### config.mk
export PLATFORM = sky130hd
export DESIGN_NAME = boolfunc_tt_extractor
export DESIGN_NICKNAME = d
export VERILOG_FILES = /design/src/rtl/boolfunc_tt_extractor.sv
export SDC_FILE = /design/constraint.sdc
export NUM_CORES = 1
export LEC_CHECK = 0
export CORE_ASPECT_RATIO = 1.2
export CORE_MARGIN = 4
export CORE_UTILIZATION = 32
export DETAILED_ROUTE_END_ITERATION = 8
export GPL_TIMING_DRIVEN = 0
export MAX_ROUTING_LAYER = met4
export PLACE_DENSITY_LB_ADDON = 0.08
export RECOVER_POWER = 25
export SETUP_SLACK_MARGIN = 0.5
export SYNTH_ARGS = -nofsm -noshare
export SYNTH_HDL_FRONTEND = slang
export SYNTH_SLANG_ARGS = --single-unit
### constraint.sdc
create_clock -name clk -period 3.92 [get_ports clk]
set_clock_uncertainty 0.1 [all_clocks]
set_input_delay 0.392 -clock clk [delete_from_list [all_inputs] [get_ports clk]]
set_output_delay 0.392 -clock clk [all_outputs]
set_load 0.1 [all_outputs]
### src/rtl/boolfunc_tt_extractor.sv
// Sweeps all 16 {A,B,C,D} vectors into a function under test and recovers its truth table,
// minterm count and 8x1-mux residue codes. Define TT_MISMATCH_CHECK_EN to add a compare against expected_tt.
module boolfunc_tt_extractor #(
  parameter int SETTLE_CYCLES = 2,
  parameter int SETTLE_W      = 4
) (
  input  logic                clk,
  input  logic                rst_n,
  input  logic                start,
  input  logic                func_in,
  output logic [3:0]          probe_out,
  output logic                busy,
  output logic                done,
  output logic [15:0]         truth_table,
  output logic [4:0]          minterm_count,
  output logic [15:0]         mux_code
`ifdef TT_MISMATCH_CHECK_EN
  ,
  input  logic [15:0]         expected_tt,
  output logic                match,
  output logic [15:0]         mismatch_mask
`endif
);

  typedef enum logic [1:0] {IDLE, SETTLE, SAMPLE, DONE} state_t;

  localparam logic [SETTLE_W-1:0] SETTLE_LAST = SETTLE_W'(SETTLE_CYCLES - 1);

  state_t              state;
  logic [3:0]          index;
  logic [SETTLE_W-1:0] settle_cnt;
  logic [15:0]         shadow;
  logic [4:0]          next_count;
  logic [15:0]         next_code;

  // Residue code per select s is {F(A=1,s), F(A=0,s)}: 00=0, 11=1, 10=A, 01=~A.
  always_comb begin
    next_count = 5'd0;
    next_code  = 16'd0;
    for (int i = 0; i < 16; i++) begin
      next_count = next_count + {4'd0, shadow[i]};
    end
    for (int s = 0; s < 8; s++) begin
      next_code[2*s +: 2] = {shadow[8+s], shadow[s]};
    end
  end

  always_ff @(posedge clk or negedge rst_n) begin
    if (!rst_n) begin
      state         <= IDLE;
      index         <= 4'd0;
      settle_cnt    <= '0;
      shadow        <= 16'd0;
      probe_out     <= 4'd0;
      busy          <= 1'b0;
      done          <= 1'b0;
      truth_table   <= 16'd0;
      minterm_count <= 5'd0;
      mux_code      <= 16'd0;
`ifdef TT_MISMATCH_CHECK_EN
      match         <= 1'b0;
      mismatch_mask <= 16'd0;
`endif
    end else begin
      case (state)
        IDLE: begin
          done <= 1'b0;
          if (start) begin
            state      <= SETTLE;
            index      <= 4'd0;
            probe_out  <= 4'd0;
            settle_cnt <= '0;
            shadow     <= 16'd0;
            busy       <= 1'b1;
          end
        end
        SETTLE: begin
          if (settle_cnt == SETTLE_LAST) begin
            state <= SAMPLE;
          end else begin
            settle_cnt <= settle_cnt + 1'b1;
          end
        end
        SAMPLE: begin
          shadow[index] <= func_in;
          if (index == 4'd15) begin
            state <= DONE;
          end else begin
            index      <= index + 4'd1;
            probe_out  <= index + 4'd1;
            settle_cnt <= '0;
            state      <= SETTLE;
          end
        end
        DONE: begin
          // Published results change only here, so a partial sweep is never visible.
          truth_table   <= shadow;
          minterm_count <= next_count;
          mux_code      <= next_code;
`ifdef TT_MISMATCH_CHECK_EN
          mismatch_mask <= shadow ^ expected_tt;
          match         <= (shadow == expected_tt);
`endif
          done  <= 1'b1;
          busy  <= 1'b0;
          state <= IDLE;
        end
        default: state <= IDLE;
      endcase
    end
  end

endmodule

# == Word level (Yosys, flattened, before mapping) ==
# Index checks and enable logic that the tools add are counted.
# word_totals
in_bits,4
out_inout_bits,43
wordCells,65
ff_bits,65
# op_classes
order_cmp,2
addsub,17
n_reduce_logical,10
n_mux,18
eq_ne,9
# op_table
operator,n
$add 5x1->5,11
$pmux 16 s2,1
$bwmux 16,1
$mux 16,1
$mux 4,4
$pmux 4 s3,1
$add 4x1->4 const B,2
$ne 2x2->1 const B,4
$pmux 2 s4,1
$pmux 4 s2,1
$mux 2,3
$reduce_and 2->1,3
$add 4x1->5,1
$lt 4x5->1 const B,1
$add 3x1->4,1
$demux 1 s4,1
$eq 2x2->1 const B,2
$eq 4x1->1 const B,1
$eq 4x4->1 const B,1
$ge 4x1->1 const B,1
$pmux 1 s2,2
$reduce_and 4->1,1
$reduce_bool 2->1,2
$add 2x1->3,1
other kinds (7),8

# == Depth between registers and ports, before layout ==
# Gate-level depths: netlist of the first run.
# depth
word_depth,15
mapped_depth,14
mapped_depth_nobuf,14

# == Least setup slack after synthesis of the first run ==
# Ideal clock, no wire load.
# synth_path
path_kind,register to register
from,register shadow[0]
to,register minterm_count[3]
n_path_buf,0
period_less_slack_ps,3669
arrival_time_ps,3444
stages_incl_launch_ff,14
required_time_ps,3695
setup_ps,125
setup_slack_ps,251
cell_sequence,dfrtp_1 inv_1 fa_1 inv_1 fa_1 fa_1 inv_1 fa_1 inv_1 ha_1 a21o_1 a21oi_1 xnor2_1 mux2_2
# synth_via
elab_chain_cells,15
# synth_lines
item,line,source
"start, declared",32,logic [15:0] shadow;
"start signal, assigned by index",85,shadow[index] <= func_in;
$add 1x1->2,41,"next_count = next_count + {4'd0, shadow[i]};"
$add 2x1->3,41,
$add 3x1->4,41,
$add 4x1->5,41,
$add 5x1->5 (11 in series),41,
"end signal, assigned",98,minterm_count <= next_count;
"end, declared",15,"output logic [4:0] minterm_count,"
# No other way between the ends.
# A chain may end at the register's enable or synchronous reset.

# == Final worst setup path of the first run ==
# layout_path
from,register shadow[11]
to,register minterm_count[2]
# layout_via
elab_chain_cells,5
# layout_lines
item,line
$add 5x1->5 (5 in series),41
# No other way between the ends.

==> key figures, run 1 <==
Floorplan
  – Die H: 111.2 microns
  – I/O pins: 47
  – DIE AREA: 10440 sq um
  – Starting Density: 32.96%
  – CORE AREA: 8611 sq um
  – Row cnt: 37
  – Chip width: 93.97 microns

CTS
  – CTS Buffer Depth: 2
  – H-tree levels: 2
  – CTS Buf Count: 5
  – Clock latency on the worst-skew pair: around 0.31 ns
  – Clock Sinks: 49
  – Root buffer cell: clkbuf_8
  – CTS hold repair buffers: 0
  – TritonCTS clock tree: yes
  – Clock-pin slew on the worst setup and hold paths: ~0.10 ns

Worst setup path
  – Worst path slowest cell: fa_1
  – CP max FO: 2
  – Crit-path cells: inv_2, fa_1, inv_1, fa_1, fa_1, inv_1, fa_2, inv_2, ha_4, inv_2, fa_2, xnor2_1, mux2_2
  – Reg2Reg Depth: 13
  – CP Capture Type: flop
  – Reg2reg setup slack: roughly 0.26 ns
  – Worst path arrival time: ~3.8 ns
  – Max stage delay on crit path: 0.56 ns
  – Crit path kind: flop to flop
  – Worst reg2reg path endpoint: minterm_count[2]$_DFFE_PN0P_
  – CP required: 4.01 ns
  – Reg2reg start: shadow[11]$_DFFE_PN0P_
  – Worst setup SP type: flop

Pwr
  – Total power draw: approximately 1100 uW
  – Reg power frac: between 40% and 50%
  – Clock power share: between 30% and 40%
  – Power Dens Cells: 299.6 nW/um^2
  – Internal: 801.9 uW
  – Leak pwr: 0.001711 uW
  – P_sw: between 200 and 300 uW
  – Switching part of the total: 26.71%
  – Worst VDD drop: 0.0001351 V
  – Comb power frac: a little under a fifth

Timing
  – Final period util: 93.36%
  – Hold violation total from the final report: 0
  – Slew Viols, Final: 31
  – Upper clock frequency limit: 0.2733 GHz
  – Crit path time final: 3.660 ns
  – Final setup fails: 0
  – Relative slew slack: -6.787%
  – Final setup TNS: 0 ns
  – RSZ-0062 raised after global routing: true
  – Fin Hold WS: ~0.36 ns
  – Slew @ Worst Pin: 1.602 ns

Synth
  – Asr flop ratio synth: 100.0%
  – Sequential cell area fraction in the yosys report: 43.21%
  – Synth Register Bits: 49
  – Synth cell types: 42
  – Number of enable flip-flop cells after synthesis: 0
  – Post-synth top flop: dfrtp_1
  – Post-synthesis cell area: 2838 sq um
  – Mapped Avg Cell Area: approximately 11 sq um
  – Post-Syn Instances: 265
  – Post-Syn Nets: approximately 300
  – Yosys Warn Count: 0

Detailed routing
  – Drt via density: between 4 and 5
  – 1st-iter DRT viols: 107
  – First drt pass iteration count: 4
  – WL/cell: around 14 microns
  – Final ANT Viol Nets: 0
  – WL final: 6268 microns
  – Remaining DRCs: 0
  – Routed via count: 2069

Global routing
  – Vias in the first global route: 2120
  – Grt ovf: 0
  – GRT Total Usage: approximately 13%
  – Largest net degree at the start of global routing: 31
  – First-pass GRT wire length: 10750 microns
  – Initial antenna violation count: 0

Run status
  – Failing checks: capacitance limit, slew limit
  – Outcome: complete, but fails checks

Cells and area
  – Antenna cells: 0
  – Area of the multi-input gates: 1346 sq um
  – Fillers: about 900
  – Most common cell after layout, fill and taps aside: dfrtp_1
  – Most frequent cells in the layout: dfrtp_1, clkdlybuf4s50_1, inv_1, buf_4, mux2_2
  – Share of cells above drive strength 1: 23.71%
  – Post-route insts no fill: 446
  – Reg area: 1226 sq um
  – Layout area overhead: 28.70%
  – Nets: 358

Place
  – GP Congestion: 0.8145
  – HPWL Detailed: 4754 microns
  – Placed cells: 429
  – Port Buffers: 46

Hold path
  – Worst Hold Class: input port to asynchronous set/reset pin

Run
  – Max-Cap Viols: 1
-- critical path, delay by kind of cell (launching register included) --
family	cells	cell delay (ns)
muxes	1	0.26
xor gates and xnor gates	1	0.13
DFF	1	0.37
buffers and inverters	5	0.30
adders and majority gates	6	2.39
-- Yosys cell counts, drive strengths merged, types with 7 or more instances --
library cell | n | area share (%)
a21oi | 17 | 3.0
nand3 | 7 | 1.4
o22ai | 9 | 2.0
o21ai | 20 | 3.9
nand2 | 18 | 2.4
mux2 | 20 | 7.9
buf | 24 | 6.1
fa | 10 | 7.1
inv | 31 | 4.1
ha | 16 | 7.1
a21boi | 8 | 2.1
dfrtp | 49 | 43
-- power by group through the flow --
stage          combinational (uW)  clock, uW  sequential, uW
2_1_floorplan                 131          0             526
3_3_place_gp                  174          0             528
3_5_place_dp                  180          0             528
4_1_cts                       206        390             518
5_1_grt                       229        406             519
6_report                      200        376             518
-- routing by layer --
layer	vias up	routed length [microns]	track usage, %
met2	46	3153	21.27
met3	9	241	2.444
met4	0	138	4.239
li1	1004	-	-
met5	-	0	-
met1	1010	2735	17.24
-- cell type report --
type,instances,area share (%)
Clock buffer,5,1.884
Clock inverter,3,1.268
Tap cell,117,4.008
Multi-Input combinational cell,160,36.86
Timing Repair Buffer,56,14.39
Sequential cell,49,33.57
Buffer,25,4.830
Inverter,31,3.186
-- sequential cells by signal, summed over array words and instances (netlist names) --
signal,cells
settle_cnt,4
shadow,16
busy,1
state,2
done,1
minterm_count,5
index,4
truth_table,16
-- how the worst max path moves through the flow --
stage,start,to,slack [ns],cells past startpoint
3_3_place_gp,shadow[5]$_DFFE_PN0P_,minterm_count[2]$_DFFE_PN0P_,0.21,11
2_1_floorplan,shadow[5]$_DFFE_PN0P_,minterm_count[2]$_DFFE_PN0P_,0.38,11
6_report,shadow[11]$_DFFE_PN0P_,minterm_count[2]$_DFFE_PN0P_,0.26,13
4_1_cts,shadow[11]$_DFFE_PN0P_,minterm_count[2]$_DFFE_PN0P_,0.25,13
5_1_grt,shadow[11]$_DFFE_PN0P_,minterm_count[2]$_DFFE_PN0P_,0.12,13
3_5_place_dp,shadow[11]$_DFFE_PN0P_,minterm_count[2]$_DFFE_PN0P_,0.20,13
-- kinds of logic after synthesis --
group	share of synthesized area (%)
compound gates	13.27
buf+inv	10.32
mux	9.348
xor+xnor	0.6174
fa+ha+maj	14.11
simple gates	9.127
flops	43.21
-- through the flow --
step                area [sq um]  util, %  worst slack [ns]
floorplan                   2846        -            0.3775
global placement            3453    40.10            0.2123
detailed placement          3476    40.37            0.1966
CTS                         3662    42.53            0.2479
global route                3652    42.42            0.1150
finish                      3652    42.42            0.2604
-- what timing repair did --
| item | in CTS | in global routing |
|---|---|---|
| gates cloned | 0 | 0 |
| endpoints found under the setup margin | 4 | 4 |
| buffers inserted | 7 | 2 |
| resized for setup | 9 | 1 |
| pin swaps | 7 | 6 |
Power figures use the tool's default switching activity.
==> run 2: changes to the inputs <==
MAX_ROUTING_LAYER = not set   (was met4)
==> run 2 against run 1 <==
The run still ends with capacitance limit, slew limit left. Setup slack better by 0.0087 ns. Sequential cell count stayed put. Clock power hardly changed. Core utilization stayed put. Total power is 0.13% lower. Routed wire length is 0.24% lower. Final area stayed put. Global-route usage is 0.36 points lower. Largest power group unchanged.
==> key figures, run 2 (synthesized netlist as in run 1, its figures left out) <==
Run status
  – Outcome: complete, but fails checks
  – Failing checks: capacitance limit, slew limit

Worst setup path
  – Reg2Reg Depth: 13 (unchanged)
  – CP max FO: 2 (unchanged)
  – CP required: 4.01 ns (about the same)
  – Crit-path cells: inv_2, fa_1, inv_1, fa_1, fa_1, inv_1, fa_2, inv_2, ha_4, inv_2, fa_2, xnor2_1, mux2_2
  – Worst setup SP type: flop
  – CP Capture Type: flop
  – Crit path kind: flop to flop
  – Reg2reg setup slack: 0.27 ns (about the same)
  – Max stage delay on crit path: 0.56 ns (about the same)
  – Worst setup path end: minterm_count[2]$_DFFE_PN0P_
  – Worst path slowest cell: fa_1
  – Worst Setup SP: shadow[11]$_DFFE_PN0P_
  – Worst reg2reg path endpoint: minterm_count[2]$_DFFE_PN0P_
  – Worst path arrival time: 3.75 ns (about the same)
  – Reg2reg start: shadow[11]$_DFFE_PN0P_

Detailed routing
  – WL final: 6253 microns (-0.24%)
  – Drt via density: 4.646 (+0.14%)
  – Remaining DRCs: 0 (unchanged)
  – Routed via count: 2072 (+0.14%)
  – Final ANT Viol Nets: 0 (unchanged)
  – 1st-iter DRT viols: 94 (-12%)
  – WL/cell: 14.02 microns (-0.24%)
  – First drt pass iteration count: 4 (unchanged)

Floorplan
  – Die H: 111.2 microns (unchanged)
  – Starting Density: 32.96% (unchanged)
  – DIE AREA: 10440 sq um (unchanged)
  – I/O pins: 47 (unchanged)
  – CORE AREA: 8611 sq um (unchanged)
  – Row cnt: 37 (unchanged)
  – Chip width: 93.97 microns (unchanged)

Timing
  – Crit path time final: 3.651 ns (-0.008708 ns)
  – Final WS setup: 0.2691 ns (+0.008708 ns)
  – Relative slew slack: -6.306% (+0.48 points)
  – Slew @ Worst Pin: 1.595 ns (-0.007229 ns)
  – Final setup TNS: 0 ns (unchanged)
  – Slew Viols, Final: 31 (unchanged)
  – Final period util: 93.13% (-0.22 points)
  – RSZ-0062 raised after global routing: true
  – Hold violation total from the final report: 0 (unchanged)
  – Upper clock frequency limit: 0.2739 GHz (+0.24%)
  – Final setup fails: 0 (unchanged)

Place
  – GP Congestion: 0.8029 (-1.4%)
  – HPWL Detailed: 4754 microns (unchanged)
  – Port Buffers: 46 (unchanged)
  – Place WS: 0.1966 ns (unchanged)

Cells and area
  – Most frequent cells in the layout: dfrtp_1, clkdlybuf4s50_1, inv_1, buf_4, mux2_2
  – Most common cell after layout, fill and taps aside: dfrtp_1
  – Nets: 358 (unchanged)
  – Layout area overhead: 28.70% (unchanged)
  – Share of cells above drive strength 1: 23.71% (unchanged)
  – Regs by FF count: shadow: 16 flops, truth_table: 16 flops, minterm_count: 5 flops
  – Antenna cells: 0 (unchanged)
  – Fillers: 901 (unchanged)

CTS
  – CTS Buffer Depth: 2 (unchanged)
  – Clock Sinks: 49 (unchanged)
  – Clock-pin slew on the worst setup and hold paths: 0.10 ns (about the same)
  – Root buffer cell: clkbuf_8
  – CTS Buf Count: 5 (unchanged)
  – Clock latency on the worst-skew pair: 0.31 ns (about the same)
  – H-tree levels: 2 (unchanged)
  – CTS hold repair buffers: 0 (unchanged)
  – TritonCTS clock tree: yes

Pwr
  – Power Dens Cells: 299.2 nW/um^2 (-0.13%)
  – Worst VDD drop: 0.0001351 V (about the same)
  – Leak pwr: 0.001711 uW (unchanged)

Run
  – Max-Cap Viols: 1 (unchanged)

Hold path
  – Worst Hold Class: input port to asynchronous set/reset pin

Global routing
  – Initial antenna violation count: 0 (unchanged)
  – Grt ovf: 0 (unchanged)
  – GRT Total Usage: 13.02% (-0.36 points)
  – Vias in the first global route: 2101 (-0.90%)
  – First-pass GRT wire length: 10770 microns (+0.19%)
  – Largest net degree at the start of global routing: 31 (unchanged)
==> run 2: what timing repair did <==
| item | 4_1_cts | 5_1_grt |
|---|---|---|
| setup buffers | 7 | 2 |
| pin swaps | 7 | 6 |
| gates resized for setup | 9 | 1 |
| setup endpoints to repair | 4 | 4 |
==> run 2: stage by stage <==
| stage | hold slack, ns | power (uW) | instance area [sq um] | cells | util (%) |
|---|---|---|---|---|---|
| 6_report | 0.3587 | 1093 | 3652 | 446 | 42.42 |
| 5_1_grt | 0.4444 | 1155 | 3652 | 446 | 42.42 |
| 4_1_cts | 0.05353 | 1114 | 3662 | 444 | 42.53 |
| 3_5_place_dp | 0.3944 | 707.7 | 3476 | 429 | 40.37 |
| 3_3_place_gp | 0.3911 | 702.3 | 3453 | 428 | 40.10 |
| 2_1_floorplan | -0.003591 | 657.2 | 2846 | 265 | - |
==> run 2: critical path: cells and delay by family, from the launching register on <==
| kind | cells | cell delay [ns] |
|---|---|---|
| buf+inv | 5 | 0.30 |
| mux | 1 | 0.26 |
| fa+ha+maj | 6 | 2.38 |
| flops | 1 | 0.37 |
| xor+xnor | 1 | 0.13 |
==> run 2: worst min-delay path by stage <==
stage	slack (ns)	endpoint	start	cells past startpoint
floorplan	-0.004	busy$_DFFE_PN0P_	rst_n	0
global placement	0.39	truth_table[6]$_DFFE_PN0P_	shadow[6]$_DFFE_PN0P_	1
detailed placement	0.39	truth_table[6]$_DFFE_PN0P_	shadow[6]$_DFFE_PN0P_	1
CTS	0.05	truth_table[12]$_DFFE_PN0P_	rst_n	1
global route	0.44	truth_table[6]$_DFFE_PN0P_	shadow[6]$_DFFE_PN0P_	1
finish	0.36	truth_table[12]$_DFFE_PN0P_	rst_n	1
==> run 2: power breakdown <==
part / switching, uW / internal [uW]
clock: 184 / 191
sequential: 5.80 / 512
combinational: 101 / 98.6
total: 291 / 802
==> run 2: layout make-up <==
type / count / area (sq um) / area share, %
inverters: 31 / 116.4 / 3.186
clock buffers: 5 / 68.82 / 1.884
clock inverters: 3 / 46.29 / 1.268
repair buffers: 56 / 525.5 / 14.39
well taps: 117 / 146.4 / 4.008
flip-flops and latches: 49 / 1226 / 33.57
multi-input cells: 160 / 1346 / 36.86
plain buffers: 25 / 176.4 / 4.830
==> run 2: metal layers <==
| metal | track usage, % | share of wire (%) |
|---|---|---|
| met5 | 0 | 0 |
| met4 | 4.239 | 2.2 |
| met3 | 2.580 | 3.8 |
| met2 | 21.22 | 51 |
| met1 | 17.20 | 43 |
==> run 3: changes to the inputs <==
clock period = 3.35 ns   (was 3.92 ns; I/O delays follow)
==> run 3 against run 2 <==
The run ends with setup timing left. Final area rose by 0.65%. Sequential share of layout area fell by 0.22 points. First-iteration DRC count is 13% higher. Setup slack got worse by 0.56 ns. Non-clock buffer count unchanged. Count of clock-buffer cells in the layout grew 1.
==> key figures, run 3 (synthesized netlist as in run 1, its figures left out) <==
Run status
  – Outcome: complete, but fails checks
  – Failing checks: setup timing

Place
  – Place WS: -0.3352 ns (-0.5317 ns)
  – Post-DP Area: 3468 sq um (-0.22%)
  – GP Congestion: 0.7815 (-2.7%)
  – HPWL Detailed: 4764 microns (+0.21%)
  – Port Buffers: 46 (unchanged)

Cells and area
  – Most frequent cells in the layout: dfrtp_1, clkdlybuf4s50_1, inv_1, buf_4, nand2_1
  – Antenna cells: 0 (unchanged)
  – Area of the multi-input gates: 1354 sq um (+0.56%)
  – Reg area: 1226 sq um (unchanged)
  – Share of cells above drive strength 1: 23.71% (unchanged)
  – Layout area overhead: 29.54%
  – Fillers: 882 (-2.1%)
  – Final design area excluding fillers: 3676 sq um (+0.65%)
  – Utilization after layout: 42.69% (+0.28 points)
  – Most common cell after layout, fill and taps aside: dfrtp_1
  – Nets: 358 (unchanged)
  – Regs by FF count: shadow: 16 flops, truth_table: 16 flops, minterm_count: 5 flops

Global routing
  – Initial antenna violation count: 0 (unchanged)
  – First-pass GRT wire length: 10680 microns (-0.83%)
  – Largest net degree at the start of global routing: 34 (+9.7%)
  – Vias in the first global route: 2077 (-1.1%)
  – GRT Total Usage: 13.11% (+0.092 points)
  – Grt ovf: 0 (unchanged)

Detailed routing
  – 1st-iter DRT viols: 106 (+13%)
  – WL final: 6352 microns (+1.6%)
  – Remaining DRCs: 0 (unchanged)
  – Routed via count: 2018 (-2.6%)
  – Drt via density: 4.525 (-2.6%)
  – Final ANT Viol Nets: 0 (unchanged)
  – WL/cell: 14.24 microns (+1.6%)
  – First drt pass iteration count: 5 (+1)

Run
  – Max-Cap Viols: 0 (-1)

Floorplan
  – DIE AREA: 10440 sq um (unchanged)
  – Die H: 111.2 microns (unchanged)
  – Starting Density: 32.96% (unchanged)
  – I/O pins: 47 (unchanged)
  – Row cnt: 37 (unchanged)
  – CORE AREA: 8611 sq um (unchanged)
  – Chip width: 93.97 microns (unchanged)

Worst setup path
  – Crit-path cells: inv_2, fa_1, inv_2, fa_2, fa_1, inv_1, fa_2, inv_2, ha_4, inv_2, fa_2, xnor2_1, mux2_4
  – CP Capture Type: flop
  – Worst path slowest cell: fa_1
  – Cell mode on critical path: inv_2
  – CP max FO: 2 (unchanged)
  – Max stage delay on crit path: 0.55 ns (about the same)
  – Reg2reg setup slack: -0.29 ns (-0.56 ns)
  – Worst setup SP type: flop
  – CP required: 3.45 ns (-0.56 ns)
  – Crit path kind: flop to flop
  – Worst path arrival time: 3.74 ns (about the same)

CTS
  – Clock-pin slew on the worst setup and hold paths: 0.10 ns (about the same)
  – Root buffer cell: clkbuf_8
  – TritonCTS clock tree: yes
  – CTS Buffer Depth: 2 (unchanged)
  – CTS Buf Count: 5 (unchanged)
  – Clock latency on the worst-skew pair: 0.30 ns (about the same)
  – H-tree levels: 2 (unchanged)
  – Clock Sinks: 49 (unchanged)

Pwr
  – Reg power frac: 46.9% (-0.5 points)
  – Internal: 959.7 uW (+20%)
  – Comb power frac: 18.2% (about the same)
  – Power Dens Cells: 352.0 nW/um^2 (+18%)
  – P_sw: 334.3 uW (+15%)
  – Switching part of the total: 25.84% (-0.79 points)
  – Clock power share: 34.9% (+0.6 points)
  – Leak pwr: 0.001729 uW (+1.0%)
  – Worst VDD drop: 0.0001576 V (+17%)

Timing
  – Upper clock frequency limit: 0.2749 GHz (+0.35%)
  – Final setup TNS: -0.8111 ns (-0.8111 ns)
  – Final setup fails: 4 (+4)
  – Slew Viols, Final: 0 (-100%)
  – RSZ-0062 raised after global routing: true
  – Relative slew slack: 2.097% (+8.4 points)
  – Slew @ Worst Pin: 1.466 ns (-0.1284 ns)
  – Crit path time final: 3.638 ns (-0.01265 ns)
  – Final WS setup: -0.2882 ns (-0.5574 ns)
  – Final period util: 108.6% (+15 points)
  – Hold violation total from the final report: 0 (unchanged)

Hold path
  – Worst Hold Class: flop to flop
-- run 3: cell count changes in the layout (fill, tap and decap cells not counted) --
cell / previous run / this run
inv_1: 26 / 25
inv_2: 5 / 6
mux2_4: 1 / 3
dlygate4sd3_1: 0 / 1
clkinv_4: 1 / 0
mux2_2: 19 / 17
dlymetal6s2s_1: 0 / 1
clkbuf_1: 3 / 2
buf_4: 25 / 24
clkbuf_8: 5 / 6
-- run 3: critical path, delay by kind of cell, from the launching register on --
| kind | cells | cell delay [ns] |
|---|---|---|
| buf+inv | 5 | 0.28 |
| fa+ha+maj | 6 | 2.38 |
| mux | 1 | 0.25 |
| flops | 1 | 0.38 |
| xor+xnor | 1 | 0.13 |
-- run 3: repair_timing --
item,in CTS,in global routing
hold endpoints to repair,16,0
gates resized for setup,13,0
hold buffers,1,0
setup endpoints to repair,5,5
pin swaps,9,6
buffers inserted,7,1
-- run 3: power groups by stage --
| stage | Clock [uW] | Sequential, uW | Combinational (uW) |
|---|---|---|---|
| floorplan | 0 | 615 | 154 |
| detailed placement | 0 | 618 | 206 |
| CTS | 478 | 606 | 242 |
| global placement | 0 | 618 | 203 |
| finish | 452 | 607 | 236 |
| global route | 493 | 608 | 278 |
-- run 3: final cells by class --
cell class | instances | area share, %
inverter | 31 | 3.165
timing repair buffer | 56 | 14.60
tap | 117 | 3.982
buffer | 25 | 4.799
clock inverter | 2 | 1.021
sequential | 49 | 33.36
clock buffer | 6 | 2.246
multi-input combinational | 160 | 36.83
-- run 3: worst paths after layout --
| check | startpoint | end | cells past startpoint |
|---|---|---|---|
| worst min register to register | done$_DFFE_PN0P_ | done$_DFFE_PN0P_ | 1 |
| min in group asynchronous | rst_n | truth_table[9]$_DFFE_PN0P_ | 2 |
| worst min-delay path | done$_DFFE_PN0P_ | done$_DFFE_PN0P_ | 1 |
| worst max register to register | shadow[3]$_DFFE_PN0P_ | minterm_count[2]$_DFFE_PN0P_ | 13 |
| max in group asynchronous | rst_n | state[1]$_DFFE_PN0P_ | 3 |
| worst max-delay path | shadow[3]$_DFFE_PN0P_ | minterm_count[2]$_DFFE_PN0P_ | 13 |
-- run 3: metal layers --
metal	global-route usage, %	wire length [microns]	vias up
li1	-	-	1001
met1	17.29	2784	967
met2	21.70	3152	41
met3	1.833	285	9
met4	4.721	130	0
met5	0	0	-
-- run 3: per-stage QoR --
step / total power (uW) / std cells / hold WS (ns)
final: 1294 / 446 / 0.4114
after detailed placement: 824.2 / 429 / 0.2038
after global routing: 1379 / 446 / 0.4409
after global placement: 821.4 / 428 / 0.3928
after floorplan: 769.0 / 265 / -0.06059
after CTS: 1326 / 445 / 0.4059
